File: src/rtl/wb_rr_arbiter_if.sv
// Wishbone bus bundle shared by the arbiter's upstream (CPU/DMA) and
// downstream (SDRAM) sides.
//   master modport: the side that initiates cycles (drives cyc/stb/...).
//   slave modport : the side that answers (drives ack/err/read data).
interface wb_rr_arbiter_if;
    logic        cyc;
    logic        stb;
    logic        we;
    logic [3:0]  sel;
    logic [31:0] adr;
    logic [31:0] dat_w;
    logic [31:0] dat_r;
    logic        ack;
    logic        err;

    modport master (
        output cyc, stb, we, sel, adr, dat_w,
        input  dat_r, ack, err
    );

    modport slave (
        input  cyc, stb, we, sel, adr, dat_w,
        output dat_r, ack, err
    );
endinterface

File: src/rtl/wb_rr_arbiter.sv
// Registered round-robin Wishbone arbiter: shares one SDRAM slave port
// between m0 (CPU) and m1 (DMA).
// - Grant FSM (Idle/Gnt0/Gnt1). A grant takes effect the cycle after the request is
//   sampled, and there is always one Idle cycle between grants.
// - Ties go to the master that did not hold the last grant. After reset that is m0.
// - Per-grant beat limit MAX_BURST. It applies only while the other master is requesting.
// - Optional watchdog abort, enabled by defining the macro ARB_TIMEOUT_EN.
//   Without the macro, m0.err and m1.err are tied to 0.
module wb_rr_arbiter #(
    parameter int unsigned MAX_BURST = 8,    // 1..255
    parameter int unsigned TIMEOUT   = 255   // 2..65535, used only with ARB_TIMEOUT_EN
) (
    input  logic                   clk,
    input  logic                   rst,
    wb_rr_arbiter_if.slave         m0,
    wb_rr_arbiter_if.slave         m1,
    wb_rr_arbiter_if.master        s,
    output logic [31:0]            dat_o,
    output logic [1:0]             gnt_o
);

    typedef enum logic [1:0] {StIdle, StGnt0, StGnt1} state_e;

    localparam logic [7:0] MaxBurstW = 8'(MAX_BURST);

    state_e      state_q, state_d;
    logic        last_gnt_q, last_gnt_d;   // 0 = m0, 1 = m1
    logic [7:0]  beat_cnt_q, beat_cnt_d;

    logic        req0, req1;
    logic        granted;
    logic        granted_cyc;
    logic        other_req;
    logic        pending;
    logic        burst_done;
    logic        release_gnt;
    logic        abort;

    // Requests as seen by the arbiter.
    always_comb begin
        req0 = m0.cyc & m0.stb;
        req1 = m1.cyc & m1.stb;
    end

    // Read data goes to both masters; only the granted one sees an ack.
    always_comb begin
        dat_o    = s.dat_r;
        m0.dat_r = s.dat_r;
        m1.dat_r = s.dat_r;
    end

    // Bus error from the SDRAM side is not part of this arbiter's protocol.
    logic unused_s_err;
    always_comb unused_s_err = s.err;

    // Downstream mux and ack routing. Idle parks address/data on m0 so they stay deterministic.
    always_comb begin
        s.cyc   = 1'b0;
        s.stb   = 1'b0;
        s.we    = 1'b0;
        s.sel   = m0.sel;
        s.adr   = m0.adr;
        s.dat_w = m0.dat_w;
        m0.ack  = 1'b0;
        m1.ack  = 1'b0;
        m0.err  = 1'b0;
        m1.err  = 1'b0;
        gnt_o   = 2'b00;
        unique case (state_q)
            StGnt0: begin
                s.cyc   = m0.cyc;
                s.stb   = m0.stb;
                s.we    = m0.we;
                s.sel   = m0.sel;
                s.adr   = m0.adr;
                s.dat_w = m0.dat_w;
                m0.ack  = s.ack & ~abort;
                m0.err  = abort;
                gnt_o   = 2'b01;
            end
            StGnt1: begin
                s.cyc   = m1.cyc;
                s.stb   = m1.stb;
                s.we    = m1.we;
                s.sel   = m1.sel;
                s.adr   = m1.adr;
                s.dat_w = m1.dat_w;
                m1.ack  = s.ack & ~abort;
                m1.err  = abort;
                gnt_o   = 2'b10;
            end
            default: ;
        endcase
    end

    // Release conditions for the current grant.
    always_comb begin
        granted     = (state_q != StIdle);
        granted_cyc = (state_q == StGnt1) ? m1.cyc : m0.cyc;
        other_req   = (state_q == StGnt1) ? req0 : req1;
        // A beat is outstanding while the strobe waits for its ack.
        pending     = s.stb & ~s.ack;
        // Use >= so that a saturated counter also yields at once when the other master arrives late.
        burst_done  = granted & s.ack & other_req &
                      (({1'b0, beat_cnt_q} + 9'd1) >= {1'b0, MaxBurstW});
        release_gnt = granted & ((~granted_cyc & ~pending) | burst_done | abort);
    end

`ifdef ARB_TIMEOUT_EN
    localparam logic [15:0] TimeoutW = 16'(TIMEOUT);

    logic [15:0] wdog_q, wdog_d;

    // Watchdog: count stalled strobe cycles. It clears on ack, on abort and outside a grant.
    always_comb begin
        wdog_d = '0;
        if (granted && !abort && s.stb && !s.ack) begin
            wdog_d = wdog_q + 16'd1;
        end
    end

    // Watchdog register.
    always_ff @(posedge clk) begin
        if (rst) begin
            wdog_q <= '0;
        end else begin
            wdog_q <= wdog_d;
        end
    end

    always_comb abort = granted & (wdog_q >= TimeoutW);
`else
    logic [15:0] unused_timeout;
    always_comb unused_timeout = 16'(TIMEOUT);
    always_comb abort = 1'b0;
`endif

    // Grant FSM next-state, last-grant tracking and beat counter.
    always_comb begin
        state_d    = state_q;
        last_gnt_d = last_gnt_q;
        beat_cnt_d = beat_cnt_q;
        unique case (state_q)
            StIdle: begin
                beat_cnt_d = '0;
                if (req0 && req1) begin
                    state_d = last_gnt_q ? StGnt0 : StGnt1;
                end else if (req0) begin
                    state_d = StGnt0;
                end else if (req1) begin
                    state_d = StGnt1;
                end
            end
            StGnt0, StGnt1: begin
                if (s.ack && beat_cnt_q != MaxBurstW) begin
                    beat_cnt_d = beat_cnt_q + 8'd1;
                end
                if (release_gnt) begin
                    state_d    = StIdle;
                    last_gnt_d = (state_q == StGnt1);
                end
            end
            default: begin
                state_d = StIdle;
            end
        endcase
    end

    // State registers. Reset makes m1 the last grant so that m0 wins the first tie.
    always_ff @(posedge clk) begin
        if (rst) begin
            state_q    <= StIdle;
            last_gnt_q <= 1'b1;
            beat_cnt_q <= '0;
        end else begin
            state_q    <= state_d;
            last_gnt_q <= last_gnt_d;
            beat_cnt_q <= beat_cnt_d;
        end
    end

endmodule
File: src/flat_wrapper.sv
// flat-port wrapper written by rule: the top's interface ports become plain ports
module wb_rr_arbiter_flat 
#(
    parameter int unsigned MAX_BURST = 8,             
    parameter int unsigned TIMEOUT   = 255                                             
)
  (clk, rst, dat_o, gnt_o, m0_cyc, m0_stb, m0_we, m0_sel, m0_adr, m0_dat_w, m0_dat_r, m0_ack, m0_err, m1_cyc, m1_stb, m1_we, m1_sel, m1_adr, m1_dat_w, m1_dat_r, m1_ack, m1_err, s_cyc, s_stb, s_we, s_sel, s_adr, s_dat_w, s_dat_r, s_ack, s_err);
  wb_rr_arbiter_if m0_i ();
  wb_rr_arbiter_if m1_i ();
  wb_rr_arbiter_if s_i ();
  input  logic clk;
  input  logic rst;
  output logic [31:0] dat_o;
  output logic [1:0] gnt_o;
  input wire logic [$bits(m0_i.cyc)-1:0] m0_cyc;
  input wire logic [$bits(m0_i.stb)-1:0] m0_stb;
  input wire logic [$bits(m0_i.we)-1:0] m0_we;
  input wire logic [$bits(m0_i.sel)-1:0] m0_sel;
  input wire logic [$bits(m0_i.adr)-1:0] m0_adr;
  input wire logic [$bits(m0_i.dat_w)-1:0] m0_dat_w;
  output wire logic [$bits(m0_i.dat_r)-1:0] m0_dat_r;
  output wire logic [$bits(m0_i.ack)-1:0] m0_ack;
  output wire logic [$bits(m0_i.err)-1:0] m0_err;
  input wire logic [$bits(m1_i.cyc)-1:0] m1_cyc;
  input wire logic [$bits(m1_i.stb)-1:0] m1_stb;
  input wire logic [$bits(m1_i.we)-1:0] m1_we;
  input wire logic [$bits(m1_i.sel)-1:0] m1_sel;
  input wire logic [$bits(m1_i.adr)-1:0] m1_adr;
  input wire logic [$bits(m1_i.dat_w)-1:0] m1_dat_w;
  output wire logic [$bits(m1_i.dat_r)-1:0] m1_dat_r;
  output wire logic [$bits(m1_i.ack)-1:0] m1_ack;
  output wire logic [$bits(m1_i.err)-1:0] m1_err;
  output wire logic [$bits(s_i.cyc)-1:0] s_cyc;
  output wire logic [$bits(s_i.stb)-1:0] s_stb;
  output wire logic [$bits(s_i.we)-1:0] s_we;
  output wire logic [$bits(s_i.sel)-1:0] s_sel;
  output wire logic [$bits(s_i.adr)-1:0] s_adr;
  output wire logic [$bits(s_i.dat_w)-1:0] s_dat_w;
  input wire logic [$bits(s_i.dat_r)-1:0] s_dat_r;
  input wire logic [$bits(s_i.ack)-1:0] s_ack;
  input wire logic [$bits(s_i.err)-1:0] s_err;
  assign m0_i.cyc = m0_cyc;
  assign m0_i.stb = m0_stb;
  assign m0_i.we = m0_we;
  assign m0_i.sel = m0_sel;
  assign m0_i.adr = m0_adr;
  assign m0_i.dat_w = m0_dat_w;
  assign m0_dat_r = m0_i.dat_r;
  assign m0_ack = m0_i.ack;
  assign m0_err = m0_i.err;
  assign m1_i.cyc = m1_cyc;
  assign m1_i.stb = m1_stb;
  assign m1_i.we = m1_we;
  assign m1_i.sel = m1_sel;
  assign m1_i.adr = m1_adr;
  assign m1_i.dat_w = m1_dat_w;
  assign m1_dat_r = m1_i.dat_r;
  assign m1_ack = m1_i.ack;
  assign m1_err = m1_i.err;
  assign s_cyc = s_i.cyc;
  assign s_stb = s_i.stb;
  assign s_we = s_i.we;
  assign s_sel = s_i.sel;
  assign s_adr = s_i.adr;
  assign s_dat_w = s_i.dat_w;
  assign s_i.dat_r = s_dat_r;
  assign s_i.ack = s_ack;
  assign s_i.err = s_err;
  wb_rr_arbiter #(.MAX_BURST(MAX_BURST), .TIMEOUT(TIMEOUT)) u_core (.clk(clk), .rst(rst), .m0(m0_i), .m1(m1_i), .s(s_i), .dat_o(dat_o), .gnt_o(gnt_o));
endmodule
File: config.mk
export PLATFORM = sky130hd
export DESIGN_NAME = wb_rr_arbiter_flat
export DESIGN_NICKNAME = d
export VERILOG_FILES = /design/src/rtl/wb_rr_arbiter_if.sv /design/src/rtl/wb_rr_arbiter.sv /design/src/flat_wrapper.sv
export SDC_FILE = /design/constraint.sdc
export NUM_CORES = 1
export LEC_CHECK = 0
export ABC_AREA = 0
export CAP_MARGIN = 5
export CORE_AREA = 2 2 136 138
export CTS_CLUSTER_SIZE = 16
export DETAILED_ROUTE_END_ITERATION = 10
export DIE_AREA = 0 0 138 140
export GPL_TIMING_DRIVEN = 0
export PLACE_DENSITY = 0.62
export RECOVER_POWER = 25
export SYNTH_ARGS = -nofsm -noshare
export SYNTH_HDL_FRONTEND = slang
export SYNTH_SLANG_ARGS = --single-unit
File: constraint.sdc
create_clock -name clk -period 1.9 [get_ports clk]
set_input_delay 0.38 -clock clk [delete_from_list [all_inputs] [get_ports clk]]
set_output_delay 0.38 -clock clk [all_outputs]
set_load 0.03 [all_outputs]
==> run_results.csv, run 1 <==
group,metric,value,unit
run_status,outcome,"finished with violations",
run_status,violations,"negative setup slack",
worst_setup_path,rr_startpoint,"u_core.state_q[1]$_SDFFE_PP0P_",
worst_setup_path,max_stage_delay,350,ps
worst_setup_path,critPathCapture,"s_dat_w[18]",
worst_setup_path,worst_path_most_repeated_cell,"buf_6",
floorplanning,ios,351,
synthesis,syn_area_per_cell,8.46,µm²
drt,vias_per_cell,3.82,
grt,grt_max_degree,11,
clock_network,clk_pin_slew,40,ps
place,detailed_place_hpwl,11.7,mm
synthesis,async_flop_share,0,%
sta,maxSlewViolCount,0,
grt,grt-ovfl-total,0,
synthesis,synth_top_area_share,31.8,%
grt,grt_pass1_wl,20.1,mm
hold_path,hp-class,"reg2reg",
finish,fin_util,38.1,%
sta,finalCriticalPeriod,2060,ps
floorplanning,dieArea,0.0193,mm²
worst_setup_path,startpoint,"u_core.state_q[0]$_SDFFE_PP0P_",
floorplanning,num_rows,49,
pwr,vdd_ir_drop_max,0.182,mV
synthesis,synth_edf_count,0,
floorplanning,core,0.0178,mm²
synthesis,synthTopCellsByArea,"mux2_2 32%, buf_4 31%, dfxtp_1 9.1%",
sta,post-route-period-util,108,%
drt,ant_nets,0,
sta,setup_viol,70,
floorplanning,fp.dieH,140,µm
finish,fill_cells,1798,
pwr,p_leak,2.88,nW
worst_setup_path,critPathKind,"reg2out",
pwr,powerDensity,471,mW/mm²
grt,grt_pass1_vias,3211,
worst_setup_path,crit_arrival,1680,ps
sta,fin_worst_skew,4.58,ps
drt,routed_wl,14.6,mm
synthesis,yosys_warnings,0,
synthesis,synth.most_common_cell,"buf_4",
synthesis,ys_seq_elements,11,
clock_network,cts-buffers-inserted,3,
floorplanning,die_w,138,µm
sta,setup_ws,-160,ps
grt,antenna_found_initial,2,
sta,grt_setup_unrepaired,"yes",
clock_network,clockBufferDepth,2,
drt,wire_per_inst,17.0,µm
clock_network,ctsRootBufferMaster,"clkbuf_16",
sta,finalHoldViolations,0,
drt,num_vias,3274,
drt,drc,0,
sta,holdWs,538,ps
clock_network,cts_sinks,11,
synthesis,syn_area,0.00241,mm²
worst_setup_path,cp-end-kind,"primary output",
drt,dr.pass1.iters,4,
finish,syn2layout_area_growth,181,%
synthesis,ys_top_cells_by_count,"99 x buf_4, 68 x mux2_2, 16 x nor2_1, 11 x dfxtp_1",
finish,layout.nets,813,
grt,grt_usage,13.4,%
synthesis,synth_cells,285,
worst_setup_path,r2r_cells,6,
clock_network,tritoncts,"yes",
synthesis,synth_seq_area_share,9.13,%
worst_setup_path,r2r_end,"u_core.last_gnt_q$_SDFFE_PP1P_",
worst_setup_path,ff2ff_setup_slack,-60,ps
clock_network,cts_max_level,1,
place,gp_congestion,0.844,
clock_network,cts_hold_buf,0,
synthesis,yosysUniqueCellTypes,44,
synthesis,synth_largest_area_cell,"mux2_2",
sta,fmax,0.486,GHz
place,port_buffers,315,
finish,layout.cells.non_filler,857,
synthesis,synth-main-ff-cell,"dfxtp_1",
drt,drt_iter0_markers,63,
place,placed_cells,830,
hold_path,hp-start,"u_core.state_q[1]$_SDFFE_PP0P_",
worst_setup_path,critPathLaunchType,"register",
finish,drive_above_1_share,48.0,%
floorplanning,initial_core_util,13.6,%
job,drv_cap,0,
worst_setup_path,cp.required,1520,ps
worst_setup_path,critPathMaxFanout,5,
worst_setup_path,slowest_stage,"dfxtp_4",
worst_setup_path,path_cells,"inv_4, ha_4, buf_6, clkbuf_16, buf_16, mux2_4, buf_6",
clock_network,insertion_delay,240,ps
==> sequential cells by signal, summed over array words and instances, names as in the netlist <==
register and count:
u_core.beat_cnt_q 8, u_core.state_q 2, u_core.last_gnt_q 1
==> per-layer routing <==
| layer | wire length [µm] | part of all wire [%] | GRT usage (%) | vias to the layer above |
|---|---|---|---|---|
| met5 | 10 | 0.069 | 0 | - |
| met1 | 6060 | 42 | 16.5 | 1510 |
| li1 | - | - | - | 1585 |
| met2 | 7190 | 49 | 22.9 | 163 |
| met3 | 1080 | 7.4 | 4.24 | 14 |
| met4 | 245 | 1.7 | 3.01 | 2 |
==> cells by family (layout without fill, tap and decap cells) <==
family	after synthesis	in the layout	share of synthesized area (%)
buf+inv	116	457	34.4
flops	11	11	9.13
mux	69	69	32.2
other cells	1	3	0.156
simple gates	50	50	11.2
compound gates	29	29	8.61
fa+ha+maj	7	7	3.63
xor+xnor	2	2	0.727
==> cells in the final DEF, fill, tap and decap left out, drive strengths merged, types with 2 or more instances in the layout <==
cell type and instances:
clkdlybuf4s50 212, buf 195, mux2 68, dlygate4sd3 27, nor2 17, clkbuf 13
dfxtp 11, nand2 7, ha 7, a21oi 6, o21ai 5, nor3 5
nand3 4, inv 4, a22oi 3, nand3b 3, dlygate4sd2 3, a211oi 3
clkinvlp 2, xor2 2, nor2b 2, and3 2, nor4 2, conb 2
and2 2, a31oi 2
==> worst min path at each step <==
stage / to / cells after the start / slack [ps]
floorplan: u_core.state_q[1]$_SDFFE_PP0P_ / 1 / 490
global placement: u_core.beat_cnt_q[3]$_SDFFE_PP0P_ / 2 / 530
detailed placement: u_core.state_q[1]$_SDFFE_PP0P_ / 1 / 550
CTS: u_core.state_q[1]$_SDFFE_PP0P_ / 1 / 530
global route: u_core.state_q[1]$_SDFFE_PP0P_ / 1 / 590
finish: u_core.state_q[1]$_SDFFE_PP0P_ / 1 / 540
==> per-stage QoR <==
| step | setup WS, ps | total power [W] | TNS, ps | area [µm²] |
|---|---|---|---|---|
| final | -160 | 0.00320 | -7070 | 6780 |
| after global routing | -208 | 0.00334 | -10960 | 6780 |
| after CTS | -160 | 0.00309 | -8340 | 6480 |
| after detailed placement | -958 | 0.00237 | -60920 | 5880 |
| after global placement | -962 | 0.00236 | -60800 | 5880 |
| after floorplan | 1.11 | 0.00141 | 0 | 2440 |
==> worst max-delay path, delay by kind of cell, from the launching register on <==
kind / cells / cell delay (ps)
adders and majority gates: 1 / 150
buffers and inverters: 5 / 620
DFF: 1 / 350
muxes: 1 / 320
==> what timing repair did <==
| item | in CTS | in global routing |
|---|---|---|
| buffers inserted | 11 | 3 |
| cloned | 3 | 6 |
| pin swaps | 4 | 4 |
| setup endpoints to repair | 83 | 77 |
| gates resized for setup | 579 | 41 |
==> power breakdown <==
group | total (W) | internal, W | switching (W)
Sequential | 0.000256 | 0.000243 | 0.0000130
Combinational | 0.00255 | 0.00138 | 0.00117
Clock | 0.000390 | 0.000282 | 0.000108
Total | 0.00320 | 0.00190 | 0.00129
==> area by class of cell <==
type / count / area, µm² / area share, %
inverters: 6 / 32.5 / 0.480
multi-input cells: 159 / 1640 / 24.2
flip-flops and latches: 11 / 228 / 3.36
repair buffers: 337 / 3580 / 52.8
diodes: 1 / 2.50 / 0.0369
plain buffers: 110 / 930 / 13.7
clock buffers: 4 / 78.8 / 1.16
well taps: 229 / 287 / 4.23
Power figures use the tool's default switching activity.
==> run 2: changes to the inputs <==
- CTS_CLUSTER_DIAMETER: default -> 40
- DONT_BUFFER_PORTS: default -> 1
- PLACE_DENSITY: 0.62 -> 0.36
==> run 2 against run 1 <==
The run still ends with negative setup slack left. Design area decreased by 49%. Worst setup slack better by 93 ps. Count of clock-buffer cells in the layout unchanged. Clock skew is 3.1 ps lower. First-iteration DRC count up 30%. Critical path depth shrank 1. Sequential power hardly changed. Hold slack worse by 150 ps. Power is 27% lower. Via count decreased by 36%.
==> run_results.csv, run 2 (same netlist as run 1, synthesis figures left out) <==
group,metric,value,unit
sta,tightest_slew,521,ps
hold_path,hp-class,"in2reg",
clock_network,clockBufferDepth,2,
floorplanning,ios,351,
worst_setup_path,rr_startpoint,"u_core.state_q[0]$_SDFFE_PP0P_",
finish,drive_above_1_share,62.6,%
finish,largest_register_ffs,8,
worst_setup_path,worst_path_most_repeated_cell,"buf_12",
grt,grt_max_degree,11,
finish,top_register,"u_core.beat_cnt_q",
drt,routed_wl,10.3,mm
drt,vias_per_cell,3.91,
pwr,powerDensity,678,mW/mm²
clock_network,ctsRootBufferMaster,"clkbuf_16",
floorplanning,die_w,138,µm
drt,dr.pass1.iters,4,
clock_network,insertion_delay,240,ps
worst_setup_path,critPathKind,"reg2out",
pwr,finalPower,0.00233,W
worst_setup_path,critPathLaunchType,"register",
pwr,vdd_ir_drop_max,0.227,mV
finish,layout.nets,496,
worst_setup_path,max_stage_delay,360,ps
run_status,violations,"negative setup slack",
worst_setup_path,r2r_end,"u_core.last_gnt_q$_SDFFE_PP1P_",
drt,drt_iter0_markers,82,
finish,fin_util,19.3,%
hold_path,hp-start,"rst",
finish,syn2layout_area_growth,42.6,%
sta,grt_setup_unrepaired,"yes",
floorplanning,fp.dieH,140,µm
sta,finalCriticalPeriod,1970,ps
grt,antenna_found_initial,0,
grt,grt_pass1_vias,2115,
worst_setup_path,path_cells,"inv_4, ha_4, buf_16, buf_12, buf_12, mux2_4",
clock_network,cts_max_level,1,
floorplanning,initial_core_util,13.6,%
sta,maxSlewViolCount,0,
sta,fin_worst_skew,1.52,ps
pwr,p_leak,1.43,nW
floorplanning,core,0.0178,mm²
floorplanning,num_rows,49,
place,gp_congestion,0.795,
grt,grt_pass1_wl,13.9,mm
sta,slew_headroom,65.3,%
sta,setup_ws,-66.7,ps
clock_network,cts-buffers-inserted,3,
worst_setup_path,r2r_cells,7,
clock_network,tritoncts,"yes",
sta,post-route-period-util,104,%
sta,fmax,0.508,GHz
finish,largestRegisters,"u_core.beat_cnt_q x8, u_core.state_q x2, u_core.last_gnt_q x1",
worst_setup_path,slowest_stage,"mux2_4",
worst_setup_path,ff2ff_setup_slack,-50,ps
worst_setup_path,cp.required,1520,ps
drt,ant_nets,0,
worst_setup_path,crit_arrival,1590,ps
sta,setup_viol,18,
drt,num_vias,2106,
hold_path,min_path_cells,2,
clock_network,cts_sinks,11,
drt,wire_per_inst,19.1,µm
finish,diodes,0,
floorplanning,dieArea,0.0193,mm²
grt,grt-ovfl-total,0,
sta,holdWs,391,ps
worst_setup_path,critPathMaxFanout,5,
finish,final_cell_mix,"81 x buf_4, 68 x mux2_4, 30 x clkbuf_1",
worst_setup_path,cp-end-kind,"primary output",
hold_path,hold_end,"u_core.last_gnt_q$_SDFFE_PP1P_",
run_status,outcome,"finished with violations",
grt,grt_usage,9.42,%
clock_network,clk_pin_slew,50,ps
place,port_buffers,0,
worst_setup_path,critPathTopFamily,"buffers and inverters",
job,drv_cap,0,
drt,drc,0,
place,detailed_place_hpwl,8.59,mm
finish,final_common_cell,"buf_4",
worst_setup_path,crit_buf_inv,4,
sta,finalHoldViolations,0,
-- run 2: routing by layer --
metal | part of all wire [%] | vias up | GRT usage (%) | wire length, µm
met5 | 0 | - | 0 | 0
met4 | 3.4 | 0 | 2.95 | 346
met3 | 8.7 | 12 | 2.70 | 898
met2 | 50 | 163 | 16.2 | 5190
met1 | 38 | 984 | 11.4 | 3880
li1 | - | 947 | - | -
-- run 2: report_power, final --
part           switching [W]  total, W  internal (W)
Combinational        0.00101   0.00168      0.000675
Sequential         0.0000119  0.000255      0.000243
Clock               0.000112  0.000395      0.000283
-- run 2: final cells by class --
class | count | area, µm²
Buffer | 106 | 749
Clock buffer | 4 | 78.8
Fill cell | 2019 | 14300
Inverter | 6 | 28.8
Multi-Input combinational cell | 159 | 1720
Sequential cell | 11 | 225
Tap cell | 229 | 287
Timing Repair Buffer | 24 | 350
-- run 2: repair_timing --
action	in CTS	in global routing
hold buffers	0	0
pin swaps	3	5
setup buffers	16	4
endpoints found under the setup margin	79	71
cloned	6	0
resized for setup	123	9
-- run 2: how the worst max path moves through the flow --
stage / startpoint / to / slack (ps) / depth (start not counted)
after global placement: u_core.state_q[0]$_SDFFE_PP0P_ / s_we / -380 / 6
after floorplan: u_core.state_q[0]$_SDFFE_PP0P_ / u_core.last_gnt_q$_SDFFE_PP1P_ / 1 / 6
after CTS: u_core.state_q[0]$_SDFFE_PP0P_ / s_dat_w[28] / -100 / 6
final: u_core.state_q[0]$_SDFFE_PP0P_ / s_adr[19] / -70 / 6
after global routing: u_core.state_q[0]$_SDFFE_PP0P_ / s_dat_w[12] / -120 / 6
after detailed placement: u_core.state_q[0]$_SDFFE_PP0P_ / s_we / -430 / 6
-- run 2: per-stage QoR --
step / cell area, µm² / cells / worst slack [ps] / TNS (ps)
6_report: 3440 / 539 / -66.7 / -999
5_1_grt: 3440 / 539 / -124 / -3660
3_3_place_gp: 2730 / 515 / -384 / -23220
3_5_place_dp: 2730 / 515 / -432 / -26390
4_1_cts: 3590 / 541 / -101 / -3780
2_1_floorplan: 2440 / 286 / 1.11 / 0
==> run 3: changes to the inputs <==
- CAP_MARGIN: 5 -> default
==> results of run 3 <==
No change in the layout: final DEF, timing and power equal those of run 2.
